### src/rtl/rs_pkg.sv
// ---------------------------------------------------------------------------
// rs_pkg
// Shared definitions for the Reed-Solomon datapath: the framer FSM state
// encoding and the RS(255,239) code constants. The constants are the
// parameter defaults of the blocks that import this package.
// ---------------------------------------------------------------------------
package rs_pkg;

    // RS(255,239) over GF(2^8)
    localparam int RS_N      = 255;
    localparam int RS_K      = 239;
    localparam int RS_DATA_W = 8;

    // Framer states: waiting for a block, collecting bytes, zero-padding
    typedef enum logic [1:0] {
        S_IDLE = 2'd0,
        S_FILL = 2'd1,
        S_PAD  = 2'd2
    } framer_state_e;

endpackage

### src/rtl/rs_rx_framer_if.sv
// ---------------------------------------------------------------------------
// rs_rx_framer_if
// Valid/ready symbol stream from the framer to the RS encoder.
//   out_data  : symbol at the head of the stream
//   out_valid : a symbol is being presented
//   out_ready : sink accepts the symbol this cycle
//   out_sop   : presented symbol is the first of a K-symbol block
//   out_eop   : presented symbol is the last of a K-symbol block
// master = framer (source), slave = encoder (sink).
// ---------------------------------------------------------------------------
interface rs_rx_framer_if #(
    parameter int DATA_W = 8
);
    logic [DATA_W-1:0] out_data;
    logic              out_valid;
    logic              out_ready;
    logic              out_sop;
    logic              out_eop;

    modport master (
        output out_data,
        output out_valid,
        output out_sop,
        output out_eop,
        input  out_ready
    );

    modport slave (
        input  out_data,
        input  out_valid,
        input  out_sop,
        input  out_eop,
        output out_ready
    );
endinterface

### src/rtl/sync_fifo.sv
// ---------------------------------------------------------------------------
// sync_fifo
// Single-clock show-ahead FIFO. The head entry is visible on head_data
// whenever the FIFO is not empty (zero when empty). A push while full is
// accepted only when a pop happens in the same cycle.
//   clk, reset : clock, synchronous active-high reset
//   push       : write push_data
//   pop        : consume the head entry (ignored when empty)
//   head_data  : current head entry
//   full/empty : occupancy flags
//   fill       : number of stored entries (0..DEPTH)
// ---------------------------------------------------------------------------
module sync_fifo #(
    parameter int DATA_W = 8,
    parameter int DEPTH  = 16
) (
    input  logic                     clk,
    input  logic                     reset,
    input  logic                     push,
    input  logic [DATA_W-1:0]        push_data,
    input  logic                     pop,
    output logic [DATA_W-1:0]        head_data,
    output logic                     full,
    output logic                     empty,
    output logic [$clog2(DEPTH):0]   fill
);

    localparam int AW = $clog2(DEPTH);
    localparam logic [AW-1:0] LAST_PTR   = AW'(DEPTH - 1);
    localparam logic [AW:0]   FULL_COUNT = (AW + 1)'(DEPTH);

    logic [DATA_W-1:0] mem [DEPTH];
    logic [AW-1:0]     wr_ptr_q, wr_ptr_d;
    logic [AW-1:0]     rd_ptr_q, rd_ptr_d;
    logic [AW:0]       fill_q,   fill_d;
    logic              push_ok;
    logic              pop_ok;

    assign empty   = (fill_q == '0);
    assign full    = (fill_q == FULL_COUNT);
    assign pop_ok  = pop & ~empty;
    // When full, the slot being written is the one being popped this cycle
    assign push_ok = push & (~full | pop_ok);

    assign head_data = empty ? '0 : mem[rd_ptr_q];
    assign fill      = fill_q;

    // Pointer and occupancy next-state
    always_comb begin
        wr_ptr_d = wr_ptr_q;
        rd_ptr_d = rd_ptr_q;
        fill_d   = fill_q;
        if (push_ok) begin
            wr_ptr_d = (wr_ptr_q == LAST_PTR) ? '0 : wr_ptr_q + AW'(1);
        end
        if (pop_ok) begin
            rd_ptr_d = (rd_ptr_q == LAST_PTR) ? '0 : rd_ptr_q + AW'(1);
        end
        if (push_ok && !pop_ok) begin
            fill_d = fill_q + (AW + 1)'(1);
        end else if (pop_ok && !push_ok) begin
            fill_d = fill_q - (AW + 1)'(1);
        end
    end

    always_ff @(posedge clk) begin
        if (reset) begin
            wr_ptr_q <= '0;
            rd_ptr_q <= '0;
            fill_q   <= '0;
        end else begin
            wr_ptr_q <= wr_ptr_d;
            rd_ptr_q <= rd_ptr_d;
            fill_q   <= fill_d;
        end
    end

    // Storage array carries no reset; empty entries are never presented
    always_ff @(posedge clk) begin
        if (push_ok) begin
            mem[wr_ptr_q] <= push_data;
        end
    end

endmodule

### src/rtl/rs_rx_framer.sv
// ---------------------------------------------------------------------------
// rs_rx_framer
// Collects bytes from the UART receiver into K-symbol message blocks for the
// RS encoder. Each rising edge of rx_valid captures one byte into a FIFO.
// If a block stays open with no new byte for GAP_TIMEOUT cycles, the rest of
// the block is filled with zero symbols so the encoder always sees whole
// blocks.
//   clk, reset : clock, synchronous active-high reset
//   rx_data    : received byte, valid while rx_valid is high
//   rx_valid   : level strobe from the UART (one byte per high level)
//   out_if     : symbol stream to the encoder (data/valid/ready/sop/eop)
//   fill       : FIFO occupancy
//   err_ovf    : sticky, a byte was lost because the FIFO was full
//   err_drop   : sticky, a byte arrived while padding and was discarded
//   pad_done   : one-cycle pulse after padding completes a block
// ---------------------------------------------------------------------------
module rs_rx_framer
    import rs_pkg::*;
#(
    parameter int DATA_W      = RS_DATA_W,
    parameter int K           = RS_K,
    parameter int FIFO_DEPTH  = 16,
    parameter int GAP_TIMEOUT = 1024
) (
    input  logic                          clk,
    input  logic                          reset,
    input  logic [DATA_W-1:0]             rx_data,
    input  logic                          rx_valid,
    rs_rx_framer_if.master                out_if,
    output logic [$clog2(FIFO_DEPTH):0]   fill,
    output logic                          err_ovf,
    output logic                          err_drop,
    output logic                          pad_done
);

    localparam int CNT_W = $clog2(K);
    // Keep the gap counter at least one bit wide when padding is disabled
    localparam int GAP_W = (GAP_TIMEOUT > 0) ? $clog2(GAP_TIMEOUT + 1) : 1;
    localparam logic [CNT_W-1:0] LAST_SYM  = CNT_W'(K - 1);
    localparam logic [GAP_W-1:0] GAP_LIMIT = GAP_W'(GAP_TIMEOUT);
    localparam bit               PAD_EN    = (GAP_TIMEOUT != 0);

    framer_state_e     state_q, state_d;
    logic              rx_valid_q;
    logic [CNT_W-1:0]  wr_cnt_q,  wr_cnt_d;
    logic [CNT_W-1:0]  sym_cnt_q, sym_cnt_d;
    logic [GAP_W-1:0]  gap_cnt_q, gap_cnt_d;
    logic              err_ovf_q, err_drop_q, pad_done_q;

    logic              capture;
    logic              pop;
    logic              can_write;
    logic              wr_last;
    logic              sym_last;
    logic              timeout;

    logic              push;
    logic [DATA_W-1:0] push_data;
    logic              wr_adv;
    logic              pad_final;
    logic              ovf_evt;
    logic              drop_evt;

    logic [DATA_W-1:0] head_data;
    logic              fifo_full;
    logic              fifo_empty;

    sync_fifo #(
        .DATA_W (DATA_W),
        .DEPTH  (FIFO_DEPTH)
    ) u_fifo (
        .clk       (clk),
        .reset     (reset),
        .push      (push),
        .push_data (push_data),
        .pop       (pop),
        .head_data (head_data),
        .full      (fifo_full),
        .empty     (fifo_empty),
        .fill      (fill)
    );

    // rx_valid_q resets low, so a level already high when reset releases
    // is seen as a fresh capture on the first cycle out of reset
    assign capture   = rx_valid & ~rx_valid_q;
    assign pop       = ~fifo_empty & out_if.out_ready;
    assign can_write = ~fifo_full | pop;
    assign wr_last   = (wr_cnt_q == LAST_SYM);
    assign sym_last  = (sym_cnt_q == LAST_SYM);
    assign timeout   = PAD_EN && (gap_cnt_q == GAP_LIMIT);

    // State register
    always_ff @(posedge clk) begin
        if (reset) begin
            state_q <= S_IDLE;
        end else begin
            state_q <= state_d;
        end
    end

    // Next-state logic. A capture in the same cycle as the timeout restarts
    // the gap, so the block keeps filling instead of padding.
    always_comb begin
        state_d = state_q;
        case (state_q)
            S_IDLE: begin
                if (capture && can_write) begin
                    state_d = S_FILL;
                end
            end
            S_FILL: begin
                if (capture && can_write && wr_last) begin
                    state_d = S_IDLE;
                end else if (!capture && timeout) begin
                    state_d = S_PAD;
                end
            end
            S_PAD: begin
                if (can_write && wr_last) begin
                    state_d = S_IDLE;
                end
            end
            default: state_d = S_IDLE;
        endcase
    end

    // Output logic: FIFO write request, write-counter advance, error events
    always_comb begin
        push      = 1'b0;
        push_data = '0;
        wr_adv    = 1'b0;
        pad_final = 1'b0;
        ovf_evt   = 1'b0;
        drop_evt  = 1'b0;
        case (state_q)
            S_IDLE, S_FILL: begin
                if (capture) begin
                    if (can_write) begin
                        push      = 1'b1;
                        push_data = rx_data;
                        wr_adv    = 1'b1;
                    end else begin
                        ovf_evt   = 1'b1;
                    end
                end
            end
            S_PAD: begin
                push      = can_write;
                wr_adv    = can_write;
                pad_final = can_write & wr_last;
                drop_evt  = capture;
            end
            default: ;
        endcase
    end

    // Block position counters and the inter-byte gap counter
    always_comb begin
        wr_cnt_d  = wr_cnt_q;
        sym_cnt_d = sym_cnt_q;
        gap_cnt_d = gap_cnt_q;
        if (wr_adv) begin
            wr_cnt_d = wr_last ? '0 : wr_cnt_q + CNT_W'(1);
        end
        if (pop) begin
            sym_cnt_d = sym_last ? '0 : sym_cnt_q + CNT_W'(1);
        end
        if (state_q != S_FILL || capture) begin
            gap_cnt_d = '0;
        end else if (gap_cnt_q != GAP_LIMIT) begin
            gap_cnt_d = gap_cnt_q + GAP_W'(1);
        end
    end

    always_ff @(posedge clk) begin
        if (reset) begin
            rx_valid_q <= 1'b0;
            wr_cnt_q   <= '0;
            sym_cnt_q  <= '0;
            gap_cnt_q  <= '0;
            err_ovf_q  <= 1'b0;
            err_drop_q <= 1'b0;
            pad_done_q <= 1'b0;
        end else begin
            rx_valid_q <= rx_valid;
            wr_cnt_q   <= wr_cnt_d;
            sym_cnt_q  <= sym_cnt_d;
            gap_cnt_q  <= gap_cnt_d;
            err_ovf_q  <= err_ovf_q | ovf_evt;
            err_drop_q <= err_drop_q | drop_evt;
            pad_done_q <= pad_final;
        end
    end

    assign out_if.out_data  = head_data;
    assign out_if.out_valid = ~fifo_empty;
    assign out_if.out_sop   = ~fifo_empty & (sym_cnt_q == '0);
    assign out_if.out_eop   = ~fifo_empty & sym_last;

    assign err_ovf  = err_ovf_q;
    assign err_drop = err_drop_q;
    assign pad_done = pad_done_q;

endmodule

### src/flat_wrapper.sv
// flat-port wrapper written by rule: the top's interface ports become plain ports
module rs_rx_framer_flat import rs_pkg::*;
#(
    parameter int DATA_W      = RS_DATA_W,
    parameter int K           = RS_K,
    parameter int FIFO_DEPTH  = 16,
    parameter int GAP_TIMEOUT = 1024
)
  (clk, reset, rx_data, rx_valid, fill, err_ovf, err_drop, pad_done, out_if_out_data, out_if_out_valid, out_if_out_sop, out_if_out_eop, out_if_out_ready);
  rs_rx_framer_if #(.DATA_W(DATA_W)) out_if_i ();
  input  logic clk;
  input  logic reset;
  input  logic [DATA_W-1:0] rx_data;
  input  logic rx_valid;
  output logic [$clog2(FIFO_DEPTH):0] fill;
  output logic err_ovf;
  output logic err_drop;
  output logic pad_done;
  output wire logic [$bits(out_if_i.out_data)-1:0] out_if_out_data;
  output wire logic [$bits(out_if_i.out_valid)-1:0] out_if_out_valid;
  output wire logic [$bits(out_if_i.out_sop)-1:0] out_if_out_sop;
  output wire logic [$bits(out_if_i.out_eop)-1:0] out_if_out_eop;
  input wire logic [$bits(out_if_i.out_ready)-1:0] out_if_out_ready;
  assign out_if_out_data = out_if_i.out_data;
  assign out_if_out_valid = out_if_i.out_valid;
  assign out_if_out_sop = out_if_i.out_sop;
  assign out_if_out_eop = out_if_i.out_eop;
  assign out_if_i.out_ready = out_if_out_ready;
  rs_rx_framer #(.DATA_W(DATA_W), .K(K), .FIFO_DEPTH(FIFO_DEPTH), .GAP_TIMEOUT(GAP_TIMEOUT)) u_core (.clk(clk), .reset(reset), .rx_data(rx_data), .rx_valid(rx_valid), .out_if(out_if_i), .fill(fill), .err_ovf(err_ovf), .err_drop(err_drop), .pad_done(pad_done));
endmodule
### config.mk
export PLATFORM = sky130hd
export DESIGN_NAME = rs_rx_framer_flat
export DESIGN_NICKNAME = d
export VERILOG_FILES = /design/src/rtl/rs_pkg.sv /design/src/rtl/rs_rx_framer_if.sv /design/src/rtl/sync_fifo.sv /design/src/rtl/rs_rx_framer.sv /design/src/flat_wrapper.sv
export SDC_FILE = /design/constraint.sdc
export NUM_CORES = 1
export LEC_CHECK = 0
export ABC_CLOCK_PERIOD_IN_PS = 7650
export CAP_MARGIN = 30
export CORE_MARGIN = 5
export CORE_UTILIZATION = 64
export CTS_CLUSTER_DIAMETER = 50
export DETAILED_ROUTE_END_ITERATION = 16
export PLACE_DENSITY = 0.83
export SETUP_SLACK_MARGIN = 0.5
export SLEW_MARGIN = 20
export SYNTH_ARGS = -nofsm -noshare
export SYNTH_HDL_FRONTEND = slang
export SYNTH_SLANG_ARGS = --single-unit
### constraint.sdc
create_clock -name clk -period 7.65 [get_ports clk]
set_input_delay 0.765 -clock clk [delete_from_list [all_inputs] [get_ports clk]]
set_output_delay 0.765 -clock clk [all_outputs]
set_load 0.01 [all_outputs]
==> results of run 1 <==
## cell usage after synthesis (all sizes together)
cell | number | area share
a21oi | 15 | 0.010
xor2 | 20 | 0.024
edfxtp | 128 | 0.52
o21a | 2 | 0.0020
nor2b | 3 | 0.0025
o21ai | 3 | 0.0020
a311oi | 2 | 0.0032
nand2b | 7 | 0.0059
a21o | 1 | 0.0010
or4 | 1 | 0.0015
nand4b | 1 | 0.0012
buf | 9 | 0.0073
o2111ai | 1 | 0.0012
nand3 | 12 | 0.0082
and2 | 9 | 0.0076
nor4b | 3 | 0.0036
nor3 | 10 | 0.0068
a31oi | 2 | 0.0017
and3 | 7 | 0.0059
fa | 1 | 0.0027
o32ai | 1 | 0.0012
mux2 | 1 | 0.0015
clkbuf | 9 | 0.0046
mux2i | 20 | 0.027
a41oi | 1 | 0.0012
ha | 17 | 0.029
dfxtp | 50 | 0.14
nor3b | 2 | 0.0020
o22ai | 8 | 0.0068
nand4 | 6 | 0.0051
or3 | 2 | 0.0017
nand2 | 28 | 0.015
nor4 | 1 | 0.00085
nor2 | 60 | 0.031
mux4 | 32 | 0.098
inv | 14 | 0.0071
o41ai | 1 | 0.0022
xnor2 | 7 | 0.0083
o32a | 1 | 0.0014
## area by class of cell
type / count / share of cell area
sequential: 178 / 0.579
multi-input combinational: 288 / 0.284
clock buffer: 18 / 0.0513
timing repair buffer: 38 / 0.0425
tap: 143 / 0.0214
clock inverter: 14 / 0.0153
inverter: 14 / 0.00628
## registers in the layout (all words and copies together), names as in the netlist, named ones only
signal	flops
u_core.state_q	2
u_core.pad_done	1
u_core.u_fifo.rd_ptr_q	4
u_core.u_fifo.mem	128
u_core.err_ovf	1
u_core.gap_cnt_q	11
u_core.rx_valid_q	1
u_core.u_fifo.wr_ptr_q	4
u_core.u_fifo.fill	5
u_core.wr_cnt_q	8
u_core.sym_cnt_q	8
u_core.err_drop	1
## logic make-up (layout without fill, tap and decap cells)
kind of cell / Yosys count / in the layout / synth area share
AO/OA/AOI/OAI: 38 / 38 / 0.0342
AND/OR/NAND/NOR: 152 / 152 / 0.0983
flip-flops: 178 / 178 / 0.658
buffers and inverters: 32 / 84 / 0.0190
multiplexers: 53 / 53 / 0.127
adder cells (fa/ha/maj): 18 / 18 / 0.0316
XOR/XNOR: 27 / 27 / 0.0321
## worst max-delay path, delay by kind of cell
family,cells,cell delay (ns)
fa+ha+maj,2,0.64
mux,2,0.56
compound gates,3,1.06
simple gates,1,0.38
buf+inv,2,0.64
## metal layers
| layer | wire [um] | up-vias | part of all wire | track usage |
|---|---|---|---|---|
| li1 | - | 1944 | - | - |
| met1 | 5740 | 2026 | 0.41 | 0.280 |
| met5 | 0 | - | 0 | 0 |
| met3 | 772 | 19 | 0.055 | 0.0483 |
| met2 | 7290 | 147 | 0.52 | 0.386 |
| met4 | 301 | 0 | 0.021 | 0.0826 |
## power groups by stage
stage | registers (mW) | logic [mW] | clock network, mW
after floorplan | 1.12 | 0.357 | 0
after global placement | 1.12 | 0.515 | 0
after detailed placement | 1.12 | 0.536 | 0
after CTS | 1.10 | 0.540 | 0.823
after global routing | 1.11 | 0.586 | 0.867
final | 1.10 | 0.532 | 0.807
## worst max path at each step
stage                     startpoint                     to  slack (ns)  depth (start not counted)
2_1_floorplan  u_core.u_fifo.fill[0]  u_core.u_fifo.fill[4]        4.58                         11
3_3_place_gp                rx_valid  u_core.u_fifo.fill[4]        3.67                         10
3_5_place_dp                rx_valid  u_core.u_fifo.fill[4]        3.50                         10
4_1_cts                     rx_valid  u_core.u_fifo.fill[4]        3.95                         10
5_1_grt                     rx_valid  u_core.u_fifo.fill[4]        3.73                         10
6_report                    rx_valid  u_core.u_fifo.fill[4]        3.90                         10
## cells in the final DEF, fill, tap and decap left out, types with 5 or more instances in the layout
master / instances
edfxtp_1: 128
nand2b_1: 7
nor2_1: 60
ha_1: 17
xnor2_1: 7
xor2_1: 20
and3_1: 7
nand4_1: 6
clkbuf_16: 17
clkdlybuf4s50_1: 30
inv_6: 5
mux4_2: 32
nand3_1: 12
inv_1: 13
nand2_1: 27
o22ai_1: 8
nor3_1: 10
a21oi_1: 15
dfxtp_1: 49
mux2i_1: 20
buf_2: 5
and2_1: 9
## metrics by stage
| stage | util | cells | power (mW) |
|---|---|---|---|
| 3_5_place_dp | 0.686 | 660 | 1.66 |
| 4_1_cts | 0.735 | 692 | 2.47 |
| 3_3_place_gp | 0.683 | 655 | 1.64 |
| 2_1_floorplan | - | 498 | 1.48 |
| 5_1_grt | 0.736 | 693 | 2.56 |
| 6_report | 0.736 | 693 | 2.44 |
==> flow_metrics.env, run 1 <==
export IMPL_cts_sink_count=178
export IMPL_clkLatencyLatePin_ns=0.41
export IMPL_tightest_slew_ns=0.929
export IMPL_area_of_the_multi_input_gates_um2=2380
export IMPL_combinationalPowerShare=0.218
export IMPL_post_route_period_util=0.490
export IMPL_max_cap_violations=0
export IMPL_placement_cell_area_um2=7800
export IMPL_grt_start_max_net_pins=33
export IMPL_count_of_unresolved_drc_violations_after_routing=0
export IMPL_floorplan_initialDensity=0.647
export IMPL_place_gp_congestion=0.814
export IMPL_pwr_share_seq=0.452
export IMPL_fin_nets=567
export IMPL_timing_reg2reg_worst_path_depth=9
export IMPL_fp_dieW_um=117
export IMPL_drt_iter0_markers=299
export IMPL_critical_path_max_fanout=19
export IMPL_clockRootBuffer="clkbuf_16"
export IMPL_clkSlewWorstSetupHoldPaths_ns=0.07
export IMPL_syn_area_per_cell_um2=14.8
export IMPL_diodes=0
export IMPL_netSwitchingPower_mw=0.655
export IMPL_vdd_drop_max_v=0.000173
export IMPL_synth_seq_area_share=0.658
export IMPL_nFillCells=719
export IMPL_postSynthNetCount=528
export IMPL_wl_per_cell_um=20.4
export IMPL_grt_first_pass_wirelength_mm=22.4
export IMPL_post_synth_instance_area_um2=7360
export IMPL_fp_dieArea_um2=13700
export IMPL_holdCritPathClass="reg2reg"
export IMPL_reg2reg_setup_slack_ns=4.28
export IMPL_number_of_global_route_vias_before_repair=4318
export IMPL_power_density_nw_per_um2=292
export IMPL_place_hpwl_mm=9.15
export IMPL_critical_path_class="in2reg"
export IMPL_worst_endpoint_required_ns=7.96
export IMPL_drt_pass1_iter_count=5
export IMPL_tritoncts="yes"
export IMPL_cts_buffers=17
export IMPL_io_buffer_count=30
export IMPL_synth_seq_cells=178
export IMPL_fin_setup_tns_ns=0
export IMPL_beginning_of_the_worst_hold_path="u_core.err_ovf"
export IMPL_worst_hold_path_num_cells=2
export IMPL_fmaxAchievable_ghz=0.267
export IMPL_cts_hold_repair_buffers=0
export IMPL_worst_slew_margin_rel=0.379
export IMPL_dp_worst_setup_slack_ns=3.50
export IMPL_final_max_slew_violation_count=0
export IMPL_worst_setup_path_start_kind="input pin"
export IMPL_number_of_buffers_between_clock_root_and_the_deepest_sink=2
export IMPL_io_pins=31
export IMPL_htreeDepth=4
export IMPL_final_cell_area_um2=8370
export IMPL_cp_end_kind="register"
export IMPL_timing_critical_path_mode_cell="ha_1"
export IMPL_fin_worst_skew_ns=0.0108
export IMPL_antenna_violating_nets_post_route=0
export IMPL_antenna_found_initial=0
export IMPL_cell_internal_pwr_mw=1.79
export IMPL_worst_path_largest_cell_delay_ns=0.69
export IMPL_hold_ws_ns=0.482
export IMPL_setup_violations=0
export IMPL_yosys_warnings=0
export IMPL_outcome="complete, no violations"
export IMPL_syn2layout_area_growth_pct=13.6
export IMPL_wl_mm=14.1
export IMPL_syn_instance_count=498
export IMPL_synthDistinctLibCells=45
export IMPL_grt_overflow_total=0
export IMPL_power_switching_fraction=0.268
export IMPL_area_taken_by_flip_flops_and_latches_um2=4850
export IMPL_post_route_min_period_ns=3.75
export IMPL_drive_above_1_share=0.142
export IMPL_unrepaired_setup_endpoints_after_global_routing="false"
export IMPL_placement_rows=39
export IMPL_share_clk_of_total_power=0.330
export IMPL_floorplan_core_area_um2=11400
export IMPL_r2r_start="u_core.u_fifo.fill[0]"
export IMPL_postLayoutSetupSlackWorst_ns=3.90
export IMPL_slowest_stage="o32a_1"
export IMPL_detailroute_via_count=4136
export IMPL_holdPathEnd="u_core.err_ovf"
export IMPL_power_static_leakage_nw=2.79
export IMPL_postCtsResizedCells=0
export IMPL_cts_repair_timing_setup_buffer_count=0
export IMPL_global_route_usage_over_all_layers=0.224
export IMPL_worstPathCellList="clkdlybuf4s50_1 > nor3b_1 > o32a_1 > ha_1 > inv_1 > ha_1 > a21o_1 > a21oi_1 > mux2i_1 > mux2_2"
export IMPL_regToRegEndpoint="u_core.u_fifo.fill[4]"
export IMPL_route_detailed_vias_per_inst=5.97
export IMPL_timing_final_hold_violations=0
export IMPL_timing_critical_path_arrival_ns=4.06
export IMPL_die_height_um=117
No activity file was read; power rests on OpenSTA's default activity.
==> run 2, diff against run 1 <==
--- a/config.mk
+++ b/config.mk
@@ -5,13 +5,13 @@
 export SDC_FILE = /design/constraint.sdc
 export NUM_CORES = 1
 export LEC_CHECK = 0
-export ABC_CLOCK_PERIOD_IN_PS = 7650
+export ABC_CLOCK_PERIOD_IN_PS = 3440
 export CAP_MARGIN = 30
 export CORE_MARGIN = 5
-export CORE_UTILIZATION = 64
+export CORE_UTILIZATION = 54
 export CTS_CLUSTER_DIAMETER = 50
 export DETAILED_ROUTE_END_ITERATION = 16
-export PLACE_DENSITY = 0.83
+export PLACE_DENSITY = 0.75
 export SETUP_SLACK_MARGIN = 0.5
 export SLEW_MARGIN = 20
 export SYNTH_ARGS = -nofsm -noshare
==> constraint.sdc (replaced) <==
create_clock -name clk -period 3.44 [get_ports clk]
set_input_delay 0.344 -clock clk [delete_from_list [all_inputs] [get_ports clk]]
set_output_delay 0.344 -clock clk [all_outputs]
set_load 0.01 [all_outputs]
==> run 2 against run 1 <==
Net effect:
- cell count increased by 7.1%
- clock-buffer cell count increased by 1
- non-clock buffer count increased by 16
- worst hold slack improved by 0.012 ns
- utilization decreased by 9.2 points
- first-iteration DRC count decreased by 14%
- wire length decreased by 1.0%
- combinational power increased by 140%
- clock skew decreased by 0.0020 ns
- largest cell class unchanged
- highest routed layer unchanged
- die area increased by 17%
- critical path type is now reg2out
==> flow_metrics.env, run 2 (synthesized netlist as in run 1, its figures left out) <==
export IMPL_fp_dieW_um=127
export IMPL_largest_reg_flops=128
export IMPL_place_gp_congestion=0.885
export IMPL_placement_rows=42
export IMPL_final_max_slew_violation_count=0
export IMPL_detailroute_via_count=4183
export IMPL_hold_ws_ns=0.494
export IMPL_post_route_period_util=0.834
export IMPL_fp_dieArea_um2=16100
export IMPL_final_cell_area_um2=8570
export IMPL_cts_sink_count=178
export IMPL_antenna_violating_nets_post_route=0
export IMPL_antenna_found_initial=0
export IMPL_htreeDepth=4
export IMPL_worst_endpoint_required_ns=3.10
export IMPL_fin_nets=583
export IMPL_drive_above_1_share=0.178
export IMPL_power_static_leakage_nw=2.88
export IMPL_timing_reg2reg_worst_path_depth=10
export IMPL_timing_critical_path_arrival_ns=2.52
export IMPL_cp_end_kind="primary output"
export IMPL_fin_setup_tns_ns=0
export IMPL_drt_iter0_markers=258
export IMPL_timing_final_hold_violations=0
export IMPL_final_cell_mix="128 x edfxtp_1, 60 x nor2_1, 47 x dfxtp_1"
export IMPL_syn2layout_area_growth_pct=16.4
export IMPL_vdd_drop_max_v=0.000392
export IMPL_final_common_cell="edfxtp_1"
export IMPL_reg2reg_setup_slack_ns=0.58
export IMPL_setup_violations=0
export IMPL_tritoncts="yes"
export IMPL_cts_hold_repair_buffers=0
export IMPL_number_of_global_route_vias_before_repair=4288
export IMPL_setup_worst_path_end="out_if_out_data[6]"
export IMPL_max_cap_violations=0
export IMPL_count_of_unresolved_drc_violations_after_routing=0
export IMPL_clkLatencyLatePin_ns=0.42
export IMPL_cts_buffers=17
export IMPL_worst_slew_margin_rel=0.507
export IMPL_worst_setup_path_start_kind="register"
export IMPL_finalCoreUtilization=0.644
export IMPL_grt_start_max_net_pins=33
export IMPL_totalPowerFinal_mw=5.45
export IMPL_number_of_buffers_between_clock_root_and_the_deepest_sink=2
export IMPL_clockRootBuffer="clkbuf_16"
export IMPL_fmaxAchievable_ghz=0.349
export IMPL_io_buffer_count=30
export IMPL_timing_critical_path_from="u_core.u_fifo.fill[0]"
export IMPL_outcome="complete, no violations"
export IMPL_floorplan_initialDensity=0.554
export IMPL_reg_largest_list="u_core.u_fifo.mem x128, u_core.gap_cnt_q x11"
export IMPL_wl_mm=14.0
export IMPL_holdCritPathClass="reg2reg"
export IMPL_clkSlewWorstSetupHoldPaths_ns=0.06
export IMPL_wl_per_cell_um=18.8
export IMPL_place_hpwl_mm=9.29
export IMPL_fin_worst_skew_ns=0.00876
export IMPL_die_height_um=127
export IMPL_placement_cell_area_um2=7970
export IMPL_floorplan_core_area_um2=13300
export IMPL_largest_register="u_core.u_fifo.mem"
export IMPL_grt_first_pass_wirelength_mm=22.4
export IMPL_drt_pass1_iter_count=4
export IMPL_post_route_min_period_ns=2.87
export IMPL_tightest_slew_ns=0.731
export IMPL_unrepaired_setup_endpoints_after_global_routing="true"
export IMPL_grt_overflow_total=0
export IMPL_io_pins=31
export IMPL_power_density_nw_per_um2=636
export IMPL_r2r_start="u_core.u_fifo.fill[0]"
export IMPL_regToRegEndpoint="u_core.u_fifo.fill[4]"
export IMPL_global_route_usage_over_all_layers=0.183
export IMPL_critical_path_class="reg2out"
export IMPL_route_detailed_vias_per_inst=5.64
export IMPL_critical_path_max_fanout=8
export IMPL_diodes=0
## run 2: timing repair
item                       in CTS  in global routing
setup endpoints to repair       9                  9
buffers inserted                2                  0
cloned                          1                  0
pin swaps                       0                  0
gates resized for setup         4                  4
## run 2: per-layer routing
layer | global-route usage | vias up | part of all wire
met5 | 0 | - | 0
met2 | 0.295 | 95 | 0.49
met1 | 0.239 | 2087 | 0.44
met3 | 0.0412 | 27 | 0.040
met4 | 0.0852 | 0 | 0.030
li1 | - | 1974 | -
## run 2: final cells by class
cell class | count | area [um^2]
Clock buffer | 19 | 433
Clock inverter | 13 | 87.6
Fill cell | 934 | 4730
Inverter | 14 | 55.1
Multi-Input combinational cell | 288 | 2400
Sequential cell | 178 | 4850
Tap cell | 176 | 220
Timing Repair Buffer | 54 | 518
## run 2: stage by stage
step / cells / setup slack, ns
6_report: 742 / 0.571
5_1_grt: 742 / 0.434
4_1_cts: 742 / 0.498
3_5_place_dp: 707 / 0.453
3_3_place_gp: 707 / 0.516
2_1_floorplan: 498 / 0.503
## run 2: how the worst min path moves through the flow
stage	start	end	slack (ns)	depth (start not counted)
after floorplan	u_core.u_fifo.rd_ptr_q[1]	register	0.47	2
after global placement	u_core.err_drop	u_core.err_drop	0.47	2
after detailed placement	u_core.err_drop	u_core.err_drop	0.48	2
after CTS	u_core.err_drop	u_core.err_drop	0.50	2
after global routing	u_core.err_drop	u_core.err_drop	0.54	2
final	u_core.err_ovf	u_core.err_ovf	0.49	2
## run 2: worst max-delay path, cell delays in order, from the launching register on
cell and delay, ns:
dfxtp_2 0.35, or4_4 0.58, nand2b_2 0.32, nand2_2 0.21, o22ai_1 0.14, clkdlybuf4s50_1 0.50
## run 2: power breakdown
group          total, mW  switching [mW]  internal, mW
Combinational       1.29           0.623         0.665
Sequential          2.47          0.0841          2.39
Clock               1.69           0.767         0.920
Total               5.45            1.47          3.97
==> run 3, diff against run 2 <==
--- a/config.mk
+++ b/config.mk
@@ -5,13 +5,13 @@
 export SDC_FILE = /design/constraint.sdc
 export NUM_CORES = 1
 export LEC_CHECK = 0
-export ABC_CLOCK_PERIOD_IN_PS = 3440
+export ABC_CLOCK_PERIOD_IN_PS = 2750
 export CAP_MARGIN = 30
 export CORE_MARGIN = 5
-export CORE_UTILIZATION = 54
+export CORE_UTILIZATION = 60
 export CTS_CLUSTER_DIAMETER = 50
 export DETAILED_ROUTE_END_ITERATION = 16
-export PLACE_DENSITY = 0.75
+export PLACE_DENSITY = 0.79
 export SETUP_SLACK_MARGIN = 0.5
 export SLEW_MARGIN = 20
 export SYNTH_ARGS = -nofsm -noshare
==> constraint.sdc (replaced) <==
create_clock -name clk -period 2.75 [get_ports clk]
set_input_delay 0.275 -clock clk [delete_from_list [all_inputs] [get_ports clk]]
set_output_delay 0.275 -clock clk [all_outputs]
set_load 0.01 [all_outputs]
==> run 3 against run 2 <==
Net effect:
- flip-flop and latch count did not move
- register-to-register slack got worse by 0.51 ns
- sequential power rose by 24%
- worst hold slack got worse by 0.0033 ns
- cell count did not move
- clock power rose by 47%
- first-iteration DRC count rose by 25%
- setup slack got worse by 0.50 ns
- combinational power rose by 61%
- clock-buffer cell count fell by 1
- utilization rose by 11 points
- critical path type unchanged
- critical endpoint is now out_if_out_data[1]
- largest cell class unchanged
- highest routed layer unchanged
==> flow_metrics.env, run 3 (synthesized netlist as in run 1, its figures left out) <==
export IMPL_global_route_usage_met3=0.0510
export IMPL_final_cell_area_um2=9090
export IMPL_drive_above_1_share=0.281
export IMPL_largest_register="u_core.u_fifo.mem"
export IMPL_cts_hold_repair_buffers=0
export IMPL_max_cap_violations=0
export IMPL_number_of_global_route_vias_before_repair=4668
export IMPL_power_static_leakage_nw=3.16
export IMPL_critical_path_buf_inv_count=1
export IMPL_pwr_share_seq=0.402
export IMPL_grt_overflow_total=0
export IMPL_grt_first_pass_wirelength_mm=25.3
export IMPL_global_route_usage_over_all_layers=0.235
export IMPL_grt_busiest_layer="met2"
export IMPL_cts_buffers=17
export IMPL_grt_use_met1=0.274
export IMPL_die_height_um=121
export IMPL_clkSlewWorstSetupHoldPaths_ns=0.06
export IMPL_antenna_found_initial=0
export IMPL_count_of_unresolved_drc_violations_after_routing=0
export IMPL_cell_internal_pwr_mw=5.63
export IMPL_cts_sink_count=178
export IMPL_met2_usage=0.428
export IMPL_timing_final_hold_violations=0
export IMPL_slowest_stage="or4_4"
export IMPL_fin_setup_tns_ns=0
export IMPL_place_gp_congestion=0.817
export IMPL_wl_per_cell_um=21.6
export IMPL_clockRootBuffer="clkbuf_16"
export IMPL_final_cell_mix="128 x edfxtp_1, 60 x nor2_1, 47 x dfxtp_1"
export IMPL_power_density_nw_per_um2=841
export IMPL_critical_path_max_fanout=8
export IMPL_placement_rows=40
export IMPL_fin_worst_skew_ns=0.0138
export IMPL_combinationalPowerShare=0.272
export IMPL_drt_pass1_iter_count=5
export IMPL_reg_largest_list="u_core.u_fifo.mem x128, u_core.gap_cnt_q x11"
export IMPL_grt_start_max_net_pins=33
export IMPL_worst_setup_path_start_kind="register"
export IMPL_worstPathCellList="or4_4 > nand2b_2 > nand2_4 > o22ai_1 > clkdlybuf4s50_1"
export IMPL_floorplan_initialDensity=0.613
export IMPL_clkLatencyLatePin_ns=0.43
export IMPL_final_common_cell="edfxtp_1"
export IMPL_antenna_violating_nets_post_route=0
export IMPL_syn2layout_area_growth_pct=23.5
export IMPL_holdCritPathClass="in2reg"
export IMPL_placement_cell_area_um2=8060
export IMPL_diodes=0
export IMPL_largest_reg_flops=128
export IMPL_fp_dieW_um=121
export IMPL_route_detailed_vias_per_inst=6.04
export IMPL_netSwitchingPower_mw=2.01
export IMPL_tightest_slew_ns=0.637
export IMPL_vdd_drop_max_v=0.000518
export IMPL_number_of_buffers_between_clock_root_and_the_deepest_sink=2
export IMPL_detailroute_via_count=4484
export IMPL_worst_path_dominant_cell_family="simple AND/OR/NAND/NOR gates"
export IMPL_post_route_period_util=0.975
export IMPL_htreeDepth=4
export IMPL_place_hpwl_mm=9.36
export IMPL_critical_path_class="reg2out"
export IMPL_worst_path_largest_cell_delay_ns=0.52
export IMPL_floorplan_core_area_um2=12000
export IMPL_wl_mm=16.0
export IMPL_fmaxAchievable_ghz=0.373
export IMPL_final_max_slew_violation_count=0
export IMPL_power_switching_fraction=0.263
export IMPL_worst_endpoint_required_ns=2.48
export IMPL_io_pins=31
export IMPL_reg2reg_setup_slack_ns=0.07
export IMPL_share_clk_of_total_power=0.326
export IMPL_tritoncts="yes"
export IMPL_fin_nets=612
export IMPL_drt_iter0_markers=322
export IMPL_outcome="complete, no violations"
export IMPL_cp_end_kind="primary output"
export IMPL_setup_violations=0
export IMPL_timing_critical_path_arrival_ns=2.41
export IMPL_nFillCells=709
export IMPL_fp_dieArea_um2=14600
export IMPL_io_buffer_count=30
export IMPL_unrepaired_setup_endpoints_after_global_routing="true"
export IMPL_post_route_min_period_ns=2.68
export IMPL_worst_slew_margin_rel=0.573
## run 3: per-stage QoR
step / total power [mW] / util / hold WS (ns) / instances / setup WS (ns)
after global routing: 7.99 / 0.757 / 0.516 / 742 / -0.0169
final: 7.65 / 0.757 / 0.491 / 742 / 0.0676
after floorplan: 4.14 / - / 0.403 / 498 / -0.114
after global placement: 4.68 / 0.671 / 0.457 / 689 / 0.0932
after detailed placement: 4.73 / 0.671 / 0.483 / 689 / 0.0183
after CTS: 7.52 / 0.744 / 0.485 / 736 / 0.0722
## run 3: routing by layer
layer  vias to the layer above  share of wire
met1                      2279           0.38
met3                        26          0.047
met5                         -              0
met2                       147           0.55
li1                       2032              -
met4                         0          0.024
## run 3: repair_timing
action,in CTS,in global routing
gates resized for setup,59,25
pin swaps,11,9
buffers inserted,12,6
cloned,3,0
setup endpoints to repair,115,189
## run 3: path summary, 6_finish.rpt
check,start,end,cells after the start
max,u_core.u_fifo.fill[1],out_if_out_data[1],5
min,reset,u_core.rx_valid_q,2
max reg2reg,u_core.u_fifo.fill[1],u_core.u_fifo.fill[4],9
min reg2reg,u_core.u_fifo.rd_ptr_q[1],register,2
## run 3: layout make-up
class | count | area [um^2] | share of cell area
clock inverter | 14 | 189 | 0.0208
tap | 147 | 184 | 0.0202
sequential | 178 | 4850 | 0.534
timing repair buffer | 83 | 831 | 0.0914
multi-input combinational | 288 | 2540 | 0.280
inverter | 14 | 57.6 | 0.00633
clock buffer | 18 | 429 | 0.0472
## run 3: power by group through the flow
| stage | Sequential [mW] | Clock, mW | Combinational, mW |
|---|---|---|---|
| floorplan | 3.12 | 0 | 1.02 |
| global placement | 3.11 | 0 | 1.57 |
| finish | 3.07 | 2.49 | 2.08 |
| detailed placement | 3.12 | 0 | 1.61 |
| global route | 3.08 | 2.68 | 2.23 |
| CTS | 3.07 | 2.53 | 1.93 |
